**src/rtl/imem_loader_if.sv**
```systemverilog
// Byte-stream receive handshake and instruction-memory write port of the
// boot loader, bundled together so the loader and its environment share one
// connection point.
//   master : the loader side (consumes bytes, drives the memory write port)
//   slave  : the environment side (byte source plus instruction memory)
interface imem_loader_if;
    logic [7:0]  rx_data;
    logic        rx_valid;
    logic        rx_ready;
    logic        imem_we;
    logic [31:0] imem_addr;
    logic [31:0] imem_wdata;

    modport master (
        input  rx_data,
        input  rx_valid,
        output rx_ready,
        output imem_we,
        output imem_addr,
        output imem_wdata
    );

    modport slave (
        output rx_data,
        output rx_valid,
        input  rx_ready,
        input  imem_we,
        input  imem_addr,
        input  imem_wdata
    );
endinterface

```
**src/rtl/imem_loader.sv**
```systemverilog
// Boot-time program loader. Parses a stream of
//   N[7:0], N[15:8], 4*N data bytes (little-endian words), XOR checksum byte
// writes each assembled word to instruction memory at byte address 4*index,
// and releases the CPU (cpu_run) only after a clean load with a good checksum.
module imem_loader #(
    parameter int DEPTH = 64
) (
    input  logic          clk,
    input  logic          reset,         // asynchronous, active-low
    imem_loader_if.master bus,
    output logic          cpu_run,
    output logic          busy,
    output logic          done,
    output logic          err,
    output logic [15:0]   words_loaded
);

    typedef enum logic [2:0] {
        S_HDR0,
        S_HDR1,
        S_LOAD,
        S_WRITE,
        S_CSUM,
        S_DONE,
        S_ERR
    } state_t;

    state_t      state_q, state_d;
    logic [15:0] count_q, count_d;     // header word count N
    logic [1:0]  lane_q,  lane_d;      // byte lane of the word being assembled
    logic [31:0] word_q,  word_d;      // word under assembly
    logic [7:0]  csum_q,  csum_d;      // running XOR of data bytes
    logic [15:0] words_q, words_d;     // words written so far

    logic        accept;
    logic [15:0] hdr_n;

    assign accept = bus.rx_valid && bus.rx_ready;
    assign hdr_n  = {bus.rx_data, count_q[7:0]};

    // State register: abort to the initial header state whenever reset is low.
    // NOTE: sequential state uses non-blocking (<=) so every flop samples the
    // pre-edge values; blocking here would create order-dependent races.
    always_ff @(posedge clk or negedge reset) begin
        if (!reset) begin
            state_q <= S_HDR0;
            count_q <= '0;
            lane_q  <= '0;
            word_q  <= '0;
            csum_q  <= '0;
            words_q <= '0;
        end else begin
            state_q <= state_d;
            count_q <= count_d;
            lane_q  <= lane_d;
            word_q  <= word_d;
            csum_q  <= csum_d;
            words_q <= words_d;
        end
    end

    // Next-state logic: header parse, byte-lane assembly, write, checksum check.
    always_comb begin
        // NOTE: every variable gets its hold value first, so paths that do not
        // assign it cannot infer a latch.
        state_d = state_q;
        count_d = count_q;
        lane_d  = lane_q;
        word_d  = word_q;
        csum_d  = csum_q;
        words_d = words_q;

        unique case (state_q)
            S_HDR0: begin
                if (accept) begin
                    count_d[7:0] = bus.rx_data;
                    state_d      = S_HDR1;
                end
            end
            S_HDR1: begin
                if (accept) begin
                    count_d[15:8] = bus.rx_data;
                    if (hdr_n > 16'(DEPTH)) begin
                        state_d = S_ERR;
                    end else if (hdr_n == 16'd0) begin
                        state_d = S_CSUM;
                    end else begin
                        state_d = S_LOAD;
                    end
                end
            end
            S_LOAD: begin
                if (accept) begin
                    word_d[{lane_q, 3'b000} +: 8] = bus.rx_data;
                    csum_d = csum_q ^ bus.rx_data;
                    // Lane wraps 3 -> 0 as the completed word goes to WRITE.
                    lane_d = lane_q + 2'd1;
                    if (lane_q == 2'd3) begin
                        state_d = S_WRITE;
                    end
                end
            end
            S_WRITE: begin
                words_d = words_q + 16'd1;
                state_d = (words_d == count_q) ? S_CSUM : S_LOAD;
            end
            S_CSUM: begin
                if (accept) begin
                    state_d = (bus.rx_data == csum_q) ? S_DONE : S_ERR;
                end
            end
            S_DONE:  state_d = S_DONE;
            S_ERR:   state_d = S_ERR;
            default: state_d = S_HDR0;
        endcase
    end

    // Outputs decoded from the registered state; rx_ready is also held low
    // while reset is asserted so no byte is taken during reset.
    always_comb begin
        bus.rx_ready = reset && ((state_q == S_HDR0) || (state_q == S_HDR1) ||
                                 (state_q == S_LOAD) || (state_q == S_CSUM));
        bus.imem_we    = (state_q == S_WRITE);
        bus.imem_addr  = {14'd0, words_q, 2'b00};
        bus.imem_wdata = word_q;
        done           = (state_q == S_DONE);
        err            = (state_q == S_ERR);
        cpu_run        = (state_q == S_DONE);
        busy           = (state_q == S_HDR1) || (state_q == S_LOAD) ||
                         (state_q == S_WRITE) || (state_q == S_CSUM);
        words_loaded   = words_q;
    end

endmodule

```
**src/flat_wrapper.sv**
```systemverilog
// flat-port wrapper written by rule: the top's interface ports become plain ports
module imem_loader_flat 
#(
    parameter int DEPTH = 64
)
  (clk, reset, cpu_run, busy, done, err, words_loaded, bus_rx_data, bus_rx_valid, bus_rx_ready, bus_imem_we, bus_imem_addr, bus_imem_wdata);
  imem_loader_if bus_i ();
  input  logic clk;
  input  logic reset;
  output logic cpu_run;
  output logic busy;
  output logic done;
  output logic err;
  output logic [15:0] words_loaded;
  input wire logic [$bits(bus_i.rx_data)-1:0] bus_rx_data;
  input wire logic [$bits(bus_i.rx_valid)-1:0] bus_rx_valid;
  output wire logic [$bits(bus_i.rx_ready)-1:0] bus_rx_ready;
  output wire logic [$bits(bus_i.imem_we)-1:0] bus_imem_we;
  output wire logic [$bits(bus_i.imem_addr)-1:0] bus_imem_addr;
  output wire logic [$bits(bus_i.imem_wdata)-1:0] bus_imem_wdata;
  assign bus_i.rx_data = bus_rx_data;
  assign bus_i.rx_valid = bus_rx_valid;
  assign bus_rx_ready = bus_i.rx_ready;
  assign bus_imem_we = bus_i.imem_we;
  assign bus_imem_addr = bus_i.imem_addr;
  assign bus_imem_wdata = bus_i.imem_wdata;
  imem_loader #(.DEPTH(DEPTH)) u_core (.clk(clk), .reset(reset), .bus(bus_i), .cpu_run(cpu_run), .busy(busy), .done(done), .err(err), .words_loaded(words_loaded));
endmodule
```
**config.mk**
```make
export PLATFORM = sky130hd
export DESIGN_NAME = imem_loader_flat
export DESIGN_NICKNAME = d
export VERILOG_FILES = /design/src/rtl/imem_loader_if.sv /design/src/rtl/imem_loader.sv /design/src/flat_wrapper.sv
export SDC_FILE = /design/constraint.sdc
export NUM_CORES = 1
export LEC_CHECK = 0
export ABC_AREA = 1
export BUFFER_PORTS_ARGS = -buffer_cell sky130_fd_sc_hd__buf_2
export CORE_MARGIN = 8
export CORE_UTILIZATION = 50
export DETAILED_ROUTE_END_ITERATION = 8
export MAX_ROUTING_LAYER = met4
export PLACE_DENSITY = 0.81
export SLEW_MARGIN = 20
export SYNTH_ARGS = -nofsm -noshare
export SYNTH_HDL_FRONTEND = slang
export SYNTH_SLANG_ARGS = --single-unit
```
**constraint.sdc**
```tcl
create_clock -name clk -period 1.7 [get_ports clk]
set_input_delay 0.255 -clock clk [delete_from_list [all_inputs] [get_ports clk]]
set_output_delay 0.255 -clock clk [all_outputs]
set_load 0.05 [all_outputs]
```
# ---- Yosys cells after proc, flatten, opt, wreduce, memory -nomap -nowiden
# Cells that the tools add are included.
dict set report totals {
  ff_bits 77
  out_inout_bits 86
}
dict set report op_classes {
  n_addsub 3
  magnitude_cmp 1
  eq_ne 14
  shifts 2
  mux 11
  n_bitwise 1
  n_reduce_logical 14
}
# op count
set op_table {}
lappend op_table {{32-bit bitwise mux} 1}
lappend op_table {{8-bit by 7-bit variable shift with 32-bit output (first input constant)} 1}
lappend op_table {{8-bit by 7-bit variable part select with 32-bit output} 1}
lappend op_table {{3-bit two-way mux} 8}
lappend op_table {{3-bit one-hot mux with 7 select lines} 1}
lappend op_table {{16-bit by 1-bit adder with 16-bit output (second input constant)} 1}
lappend op_table {{16-bit equality test} 1}
lappend op_table {{16-bit by 7-bit greater-than comparator with 1-bit output (second input constant)} 1}
lappend op_table {{16-bit logical NOT} 1}
lappend op_table {{2-bit by 1-bit inequality test with 1-bit output (second input constant)} 5}
lappend op_table {{3-bit equality test (second input constant)} 3}
lappend op_table {{8-bit equality test} 1}
lappend op_table {{8-bit bitwise XOR} 1}
lappend op_table {{5-bit negation with 7-bit output} 1}
lappend op_table {{3-bit by 2-bit equality test with 1-bit output (second input constant)} 2}
lappend op_table {{1-bit logical OR} 6}
lappend op_table {{2-bit AND reduction} 3}
lappend op_table {{5-bit AND reduction} 1}
lappend op_table {{3-bit by 1-bit equality test with 1-bit output (second input constant)} 1}
lappend op_table {{3-bit logical NOT} 1}
lappend op_table {{2-bit by 1-bit adder with 2-bit output (second input constant)} 1}
lappend op_table {{2-bit equality test (second input constant)} 1}
lappend op_table {{1-bit logical AND} 2}
lappend op_table {{2-bit two-way mux} 1}

# ---- Longest topological paths before layout
# Gate-level depths: netlist of run 1.
dict set report depth {
  word_depth 8
  mapped_depth 16
  mapped_depth_nobuf 16
}

# ---- Worst setup path before layout of run 1
# No wires, ideal clock.
dict set report synth_timing {
  kind {flip-flop to flip-flop}
  start {register u_core.words_q[0], in the netlist u_core.words_loaded[0]}
  end {register u_core.state_q[1]}
  setup_time_ns 0.121
  arrival_time_ns 1.995
  required_time_ns 1.579
  path_slack_ns -0.415
  path_stages_with_launch 17
  n_path_buf 0
  path_cell_list {dfrtp_1 > ha_1 > inv_1 > nor2_4 > nand2_1 > nand2_1 > nand2_1 > nand2_1 > nand2_1 > nor2_1 > nand2_1 > nor2_2 > nand3_1 > nand2_1 > nand2_1 > nand2_1 > nand2_1}
}
dict set report synth_between {
  elab_chain_cells 4
}
# item line_no
set synth_lines {}
lappend synth_lines {{start, declared} imem_loader.sv:33} ;# logic [15:0] words_q, words_d;
lappend synth_lines {{start signal, assigned} imem_loader.sv:58} ;# words_q <= words_d;
lappend synth_lines {{16-bit by 1-bit adder with 16-bit output} imem_loader.sv:104} ;# words_d = words_q + 16'd1;
lappend synth_lines {{16-bit equality test} imem_loader.sv:105} ;# state_d = (words_d == count_q) ? S_CSUM : S_LOAD;
lappend synth_lines {{3-bit two-way mux} imem_loader.sv:105}
lappend synth_lines {{3-bit one-hot mux with 7 select lines} imem_loader.sv:73} ;# unique case (state_q)
lappend synth_lines {{end signal, assigned} imem_loader.sv:53} ;# state_q <= state_d;
lappend synth_lines {{end, declared} imem_loader.sv:28} ;# state_t state_q, state_d;
# Every way passes these cells.
# A chain may end at the register's enable or synchronous reset.

# ---- Worst setup path after layout of run 1
dict set report layout_timing {
  start {register u_core.words_q[1], in the netlist u_core.words_loaded[1]}
  end {register u_core.state_q[1]}
}
# The elaborated chain is that of the path after synthesis.

==> impl_metrics.env, run 1 <==
export IMPL_outcome="complete, but fails checks"
export IMPL_violations="setup timing"
export IMPL_p_int_mw=4.09
export IMPL_seqPwrFrac=0.345
export IMPL_grt_overflow=0
export IMPL_cp_start_kind="register"
export IMPL_yosys_warnings=0
export IMPL_synthCells=580
export IMPL_grt_pass1_wl_mm=19.0
export IMPL_fin_nets=700
export IMPL_die_width_um=111
export IMPL_drive_above_1_share=0.294
export IMPL_p_comb_frac=0.487
export IMPL_setup_tns_ps=-670
export IMPL_viasPerCell=5.23
export IMPL_dp_slack_ps=-108
export IMPL_first_global_vias=4034
export IMPL_synthFlopType="dfrtp_1"
export IMPL_dp_cells=767
export IMPL_clock_sinks=77
export IMPL_finalNonFillerCells=794
export IMPL_synth_edf_count=0
export IMPL_wirelength_mm=11.5
export IMPL_num_vias=4154
export IMPL_seq_area_frac_synth=0.431
export IMPL_ys_types=33
export IMPL_cts_made_buffers=9
export IMPL_p_switching_mw=4.03
export IMPL_final_area_um2=5470
export IMPL_async_flop_share=1.00
export IMPL_place_gp_congestion=0.878
export IMPL_swShare=0.497
export IMPL_post_dp_cell_area_um2=5040
export IMPL_fp_coreArea_um2=8720
export IMPL_ys_ff_latch=77
export IMPL_tritoncts="yes"
export IMPL_path_class="reg -> reg"
export IMPL_setup_viol=15
export IMPL_drt_iter0_markers=209
export IMPL_die_h_um=111
export IMPL_powerDensity_nw_per_um2=1480
export IMPL_crit_path_end_kind="register"
export IMPL_period_needed_ps=1810
export IMPL_finalPower_mw=8.12
export IMPL_leakage_nw=2.80
export IMPL_antenna_cells=0
export IMPL_rows=34
export IMPL_h_tree_depth=3
export IMPL_clkPwrFrac=0.168
export IMPL_antenna_found_initial=0
export IMPL_drv_slew=0
export IMPL_timing_final_ws_setup_ps=-114
export IMPL_critical_path_required_ps=1950
export IMPL_grt_setup_unrepaired="yes"
export IMPL_drc_errors=0
export IMPL_drv_cap=0
export IMPL_first_pass_iters=5
export IMPL_vdd_ir_drop_worst_v=0.00133
export IMPL_numPortBuffers=80
export IMPL_grt_max_degree=78
export IMPL_dieArea_um2=12200
export IMPL_ant_nets=0
export IMPL_whs_ps=214
export IMPL_cp_arrival_ps=2060
export IMPL_cts_path_max_buffers=2
export IMPL_areaGrowthSynthToFinish_pct=22.3
export IMPL_wire_per_inst_um=14.5
export IMPL_crit_path_max_fanout=6
export IMPL_worstSkewPairLatency_ps=350
export IMPL_finalCritPeriodShare=1.07
export IMPL_grt_use_total=0.189
export IMPL_fin_util=0.627
export IMPL_clockRootBuffer="clkbuf_8"
export IMPL_skew_ps=9.36
export IMPL_min_path_type="in -> reg"
export IMPL_synth_avg_cell_area_um2=7.71
export IMPL_clkSlewWorstSetupHoldPaths_ps=100
export IMPL_hpwl_mm=8.29
export IMPL_netlist_area_um2=4470
export IMPL_hold_viol_final=0
export IMPL_max_clock_freq_ghz=0.551
export IMPL_io_pins=97
export IMPL_initial_utilization=0.513
==> registers in the layout, summed over array words and instances, names as in the netlist <==
register               flops
u_core.bus.imem_wdata     32
u_core.lane_q              2
u_core.csum_q              8
u_core.state_q             3
u_core.words_loaded       16
u_core.count_q            16
==> metal layers <==
| layer | track usage | vias to the layer above | part of all wire | wire length (um) |
|---|---|---|---|---|
| met4 | 0.0685 | 0 | 0.017 | 190 |
| met1 | 0.231 | 1963 | 0.42 | 4880 |
| met2 | 0.295 | 157 | 0.48 | 5480 |
| li1 | - | 2016 | - | - |
| met3 | 0.0509 | 18 | 0.083 | 961 |
| met5 | - | - | 0 | 0 |
==> worst paths after layout <==
| path | depth (start not counted) | slack [ps] | start | end |
|---|---|---|---|---|
| worst max register to register | 14 | -110 | u_core.words_loaded[1]$_DFFE_PN0P_ | u_core.state_q[1]$_DFFE_PN0P_ |
| min in group asynchronous | 3 | 470 | reset | u_core.words_loaded[3]$_DFFE_PN0P_ |
| worst max-delay path | 14 | -110 | u_core.words_loaded[1]$_DFFE_PN0P_ | u_core.state_q[1]$_DFFE_PN0P_ |
| worst min-delay path | 3 | 210 | bus_rx_data[1] | u_core.bus.imem_wdata[9]$_DFFE_PN0P_ |
| worst min register to register | 2 | 500 | u_core.bus.imem_wdata[11]$_DFFE_PN0P_ | u_core.bus.imem_wdata[11]$_DFFE_PN0P_ |
| max in group asynchronous | 3 | 860 | reset | u_core.words_loaded[10]$_DFFE_PN0P_ |
==> cells in the final DEF (no fill, tap or decap), types with 2 or more instances in the layout <==
cell type	synthesis	layout
a21oi_1	27	27
buf_12	0	3
buf_2	3	75
buf_4	35	33
buf_6	3	3
clkbuf_8	0	9
clkinv_4	0	2
conb_1	1	16
dfrtp_1	77	65
dfrtp_2	0	9
dfrtp_4	0	3
ha_1	8	6
ha_4	0	2
inv_1	52	49
inv_2	5	6
inv_6	0	4
inv_8	0	2
nand2_1	170	162
nand2_2	2	10
nand2_4	3	2
nand3_1	40	38
nand3b_1	2	2
nand4_1	10	10
nor2_1	51	47
nor2_2	6	7
nor2_4	6	11
nor2_8	3	3
nor3_1	4	4
nor4_1	2	2
o21ai_0	42	37
o21ai_1	1	6
o31ai_2	2	7
xnor2_1	3	3
xor2_1	8	8
==> synth_stat cells (2+ instances only) <==
cell / number / area (um2)
inv_2: 5 / 18.8
nor2_1: 51 / 191
o31ai_2: 2 / 25.0
nand3b_1: 2 / 15.0
nand4_1: 10 / 62.6
nor2_4: 6 / 67.6
nand2_1: 170 / 638
o31ai_1: 6 / 45.0
buf_6: 3 / 33.8
ha_1: 8 / 100
o21ai_0: 42 / 210
nor4_1: 2 / 12.5
nand2_2: 2 / 12.5
buf_4: 35 / 263
clkbuf_1: 3 / 11.3
nand2_4: 3 / 33.8
buf_2: 3 / 15.0
inv_1: 52 / 195
nand3_1: 40 / 200
a21oi_1: 27 / 135
xnor2_1: 3 / 26.3
nor2_8: 3 / 60.1
dfrtp_1: 77 / 1930
xor2_1: 8 / 70.1
nor2_2: 6 / 37.5
nor3_1: 4 / 20.0
==> final cells by class <==
| type | instances | area [um2] |
|---|---|---|
| Inverter | 59 | 236 |
| Fill cell | 747 | 3250 |
| Clock inverter | 7 | 63.8 |
| Clock buffer | 9 | 124 |
| Tap cell | 108 | 135 |
| Timing Repair Buffer | 117 | 749 |
| Sequential cell | 77 | 1950 |
| Multi-Input combinational cell | 417 | 2210 |
==> cells by family (layout without fill, tap and decap cells) <==
kind of cell,after synthesis,count (layout),share of synthesized area
xor+xnor,11,11,0.0215
other cells,1,16,0.000838
fa+ha+maj,8,8,0.0224
simple gates,299,301,0.302
compound gates,81,81,0.100
buf+inv,103,192,0.122
flops,77,77,0.431
==> power groups by stage <==
stage / sequential (mW) / clock, mW / combinational, mW
floorplan: 3.57 / 0 / 2.04
global placement: 2.79 / 0 / 3.64
detailed placement: 2.81 / 0 / 3.75
CTS: 2.79 / 1.39 / 3.90
global route: 2.86 / 1.46 / 4.31
finish: 2.80 / 1.36 / 3.96
==> repair_timing <==
item	CTS	global route
pin swaps	6	6
resized for setup	25	15
setup endpoints to repair	24	71
endpoints found under the hold margin	77	0
buffers inserted	6	2
cloned	2	0
hold buffers	1	0
==> critical path: stages (launching register included) <==
cell     delay, ps
dfrtp_4        480
ha_4           150
nand3_4         90
nor2_4         150
nand4_1        120
nand2_1        110
nand2_1         60
nand2_1         50
nand2_1         60
nor2_2         130
nand3_1         90
nand2_1         70
nand2_1         50
nand2_1         50
nand2_1         40
Power figures use the tool's default switching activity.
==> inputs of run 2 (changes only) <==
--- a/config.mk
+++ b/config.mk
@@ -7,11 +7,12 @@
 export LEC_CHECK = 0
 export ABC_AREA = 1
 export BUFFER_PORTS_ARGS = -buffer_cell sky130_fd_sc_hd__buf_2
-export CORE_MARGIN = 8
+export CORE_MARGIN = 10
 export CORE_UTILIZATION = 50
+export CTS_CLUSTER_DIAMETER = 200
 export DETAILED_ROUTE_END_ITERATION = 8
 export MAX_ROUTING_LAYER = met4
-export PLACE_DENSITY = 0.81
+export PLACE_DENSITY = 0.78
 export SLEW_MARGIN = 20
 export SYNTH_ARGS = -nofsm -noshare
 export SYNTH_HDL_FRONTEND = slang
==> run 2 against run 1 <==
The flow still finishes with violations (setup timing). Hold slack better by 8.6 ps. Flip-flop and latch count unchanged. Sequential share of layout area up 0.11 points. Critical path type unchanged. Register-to-register slack worse by 30 ps. Core utilization down 0.16 points. Non-clock buffer count down 2. Highest routed layer unchanged. Sequential power about the same. Via count down 1.0%. Power up 3.9%.
==> impl_metrics.env, run 2 (synthesis gave the netlist of run 1 again) <==
export IMPL_r2r_end="u_core.state_q[1]$_DFFE_PN0P_"
export IMPL_die_width_um=115
export IMPL_initial_utilization=0.513
export IMPL_grt_use_total=0.180
export IMPL_r2r_start="u_core.words_loaded[1]$_DFFE_PN0P_"
export IMPL_finalCritPeriodShare=1.08
export IMPL_final_area_um2=5460
export IMPL_wire_per_inst_um=14.8
export IMPL_holdPathEnd="u_core.bus.imem_wdata[9]$_DFFE_PN0P_"
export IMPL_hold_viol_final=0
export IMPL_clkSlewWorstSetupHoldPaths_ps=90
export IMPL_vdd_ir_drop_worst_v=0.00120
export IMPL_drive_above_1_share=0.284
export IMPL_num_vias=4111
export IMPL_grt_max_degree=78
export IMPL_path_class="reg -> reg"
export IMPL_fp_coreArea_um2=8720
export IMPL_cp_start_kind="register"
export IMPL_hold_depth=3
export IMPL_slew_headroom=0.656
export IMPL_h_tree_depth=3
export IMPL_fin_nets=698
export IMPL_min_path_type="in -> reg"
export IMPL_outcome="complete, but fails checks"
export IMPL_areaGrowthSynthToFinish_pct=22.0
export IMPL_leakage_nw=2.82
export IMPL_ant_nets=0
export IMPL_post_dp_cell_area_um2=5040
export IMPL_violations="setup timing"
export IMPL_powerDensity_nw_per_um2=1550
export IMPL_hold_start="bus_rx_data[1]"
export IMPL_whs_ps=222
export IMPL_dp_cells=768
export IMPL_finalPower_mw=8.43
export IMPL_period_needed_ps=1840
export IMPL_cts_path_max_buffers=2
export IMPL_fillerInstances=763
export IMPL_layout_commonest_cell="nand2_1"
export IMPL_setup_viol=38
export IMPL_numPortBuffers=80
export IMPL_worstSkewPairLatency_ps=360
export IMPL_cts_made_buffers=9
export IMPL_dieArea_um2=13100
export IMPL_antenna_found_initial=0
export IMPL_tritoncts="yes"
export IMPL_skew_ps=10.2
export IMPL_viasPerCell=5.19
export IMPL_cp_arrival_ps=2090
export IMPL_drt_iter0_markers=161
export IMPL_wirelength_mm=11.7
export IMPL_drc_errors=0
export IMPL_setup_tns_ps=-1720
export IMPL_rows=34
export IMPL_drv_cap=0
export IMPL_worstMarginPinSlew_ps=515
export IMPL_hpwl_mm=8.71
export IMPL_max_clock_freq_ghz=0.543
export IMPL_crit_path_end_kind="register"
export IMPL_first_pass_iters=6
export IMPL_largest_reg_flops=32
export IMPL_reg2reg_setup_slack_ps=-140
export IMPL_io_pins=97
export IMPL_clockRootBuffer="clkbuf_8"
export IMPL_grt_pass1_wl_mm=19.0
export IMPL_die_h_um=115
export IMPL_critical_path_required_ps=1950
export IMPL_place_gp_congestion=0.906
export IMPL_reg2reg_depth=15
export IMPL_timing_final_ws_setup_ps=-141
export IMPL_regArea_um2=1950
export IMPL_antenna_cells=0
export IMPL_clock_sinks=77
export IMPL_multi_input_area_um2=2180
export IMPL_mostFrequentLayoutCells="nand2_1, buf_2, dfrtp_1"
export IMPL_grt_setup_unrepaired="yes"
export IMPL_grt_overflow=0
export IMPL_first_global_vias=4026
export IMPL_finalNonFillerCells=792
export IMPL_crit_path_max_fanout=7
export IMPL_drv_slew=0
-- run 2: how the worst max path moves through the flow --
stage	slack (ps)	to	cells past startpoint	from
floorplan	-130	u_core.bus.imem_wdata[30]$_DFFE_PN0P_	12	u_core.state_q[1]$_DFFE_PN0P_
global route	-370	u_core.state_q[1]$_DFFE_PN0P_	14	u_core.words_loaded[1]$_DFFE_PN0P_
global placement	-80	u_core.state_q[1]$_DFFE_PN0P_	14	u_core.words_loaded[1]$_DFFE_PN0P_
detailed placement	-120	u_core.state_q[1]$_DFFE_PN0P_	14	u_core.words_loaded[1]$_DFFE_PN0P_
CTS	-130	u_core.state_q[1]$_DFFE_PN0P_	14	u_core.words_loaded[1]$_DFFE_PN0P_
finish	-140	u_core.state_q[1]$_DFFE_PN0P_	15	u_core.words_loaded[1]$_DFFE_PN0P_
-- run 2: final cells by class --
cell class / count / share of cell area
Timing Repair Buffer: 115 / 0.134
Sequential cell: 77 / 0.357
Clock inverter: 4 / 0.0142
Clock buffer: 12 / 0.0284
Inverter: 59 / 0.0415
Tap cell: 108 / 0.0248
Multi-Input combinational cell: 417 / 0.400
-- run 2: stage by stage --
stage	worst slack, ps	utilization
2_1_floorplan	-131	-
3_3_place_gp	-79.4	0.578
3_5_place_dp	-118	0.578
4_1_cts	-126	0.615
5_1_grt	-371	0.626
6_report	-141	0.626
-- run 2: metal layers --
layer / vias to the layer above / share of wire / global-route usage
met1: 1936 / 0.42 / 0.214
met4: 0 / 0.011 / 0.0593
li1: 2003 / - / -
met2: 157 / 0.48 / 0.286
met5: - / 0 / -
met3: 15 / 0.090 / 0.0529
-- run 2: report_power, final --
part / switching [mW] / total [mW] / internal [mW]
clock network: 0.722 / 1.64 / 0.920
registers: 0.455 / 2.81 / 2.36
logic: 2.78 / 3.98 / 1.20
-- run 2: critical path, cell delays in order (launching register included) --
cell and delay, ps:
dfrtp_4 550, ha_4 180, inv_2 80, o21ai_0 130
nand2_1 100, nand2_1 50, nand2_1 50, nand2_1 50
nor2_1 80, nand2_1 80, nor2_2 110, nand3_1 80
nand2_1 60, nand2_1 40, nand2_1 50, nand2_1 40
-- run 2: timing repair --
| item | in CTS | in global routing |
|---|---|---|
| buffers inserted | 2 | 3 |
| hold buffers | 1 | 0 |
| gates resized for setup | 15 | 16 |
| endpoints found under the hold margin | 77 | 0 |
| pin swaps | 4 | 6 |
| setup endpoints to repair | 14 | 67 |
| gates cloned | 0 | 2 |
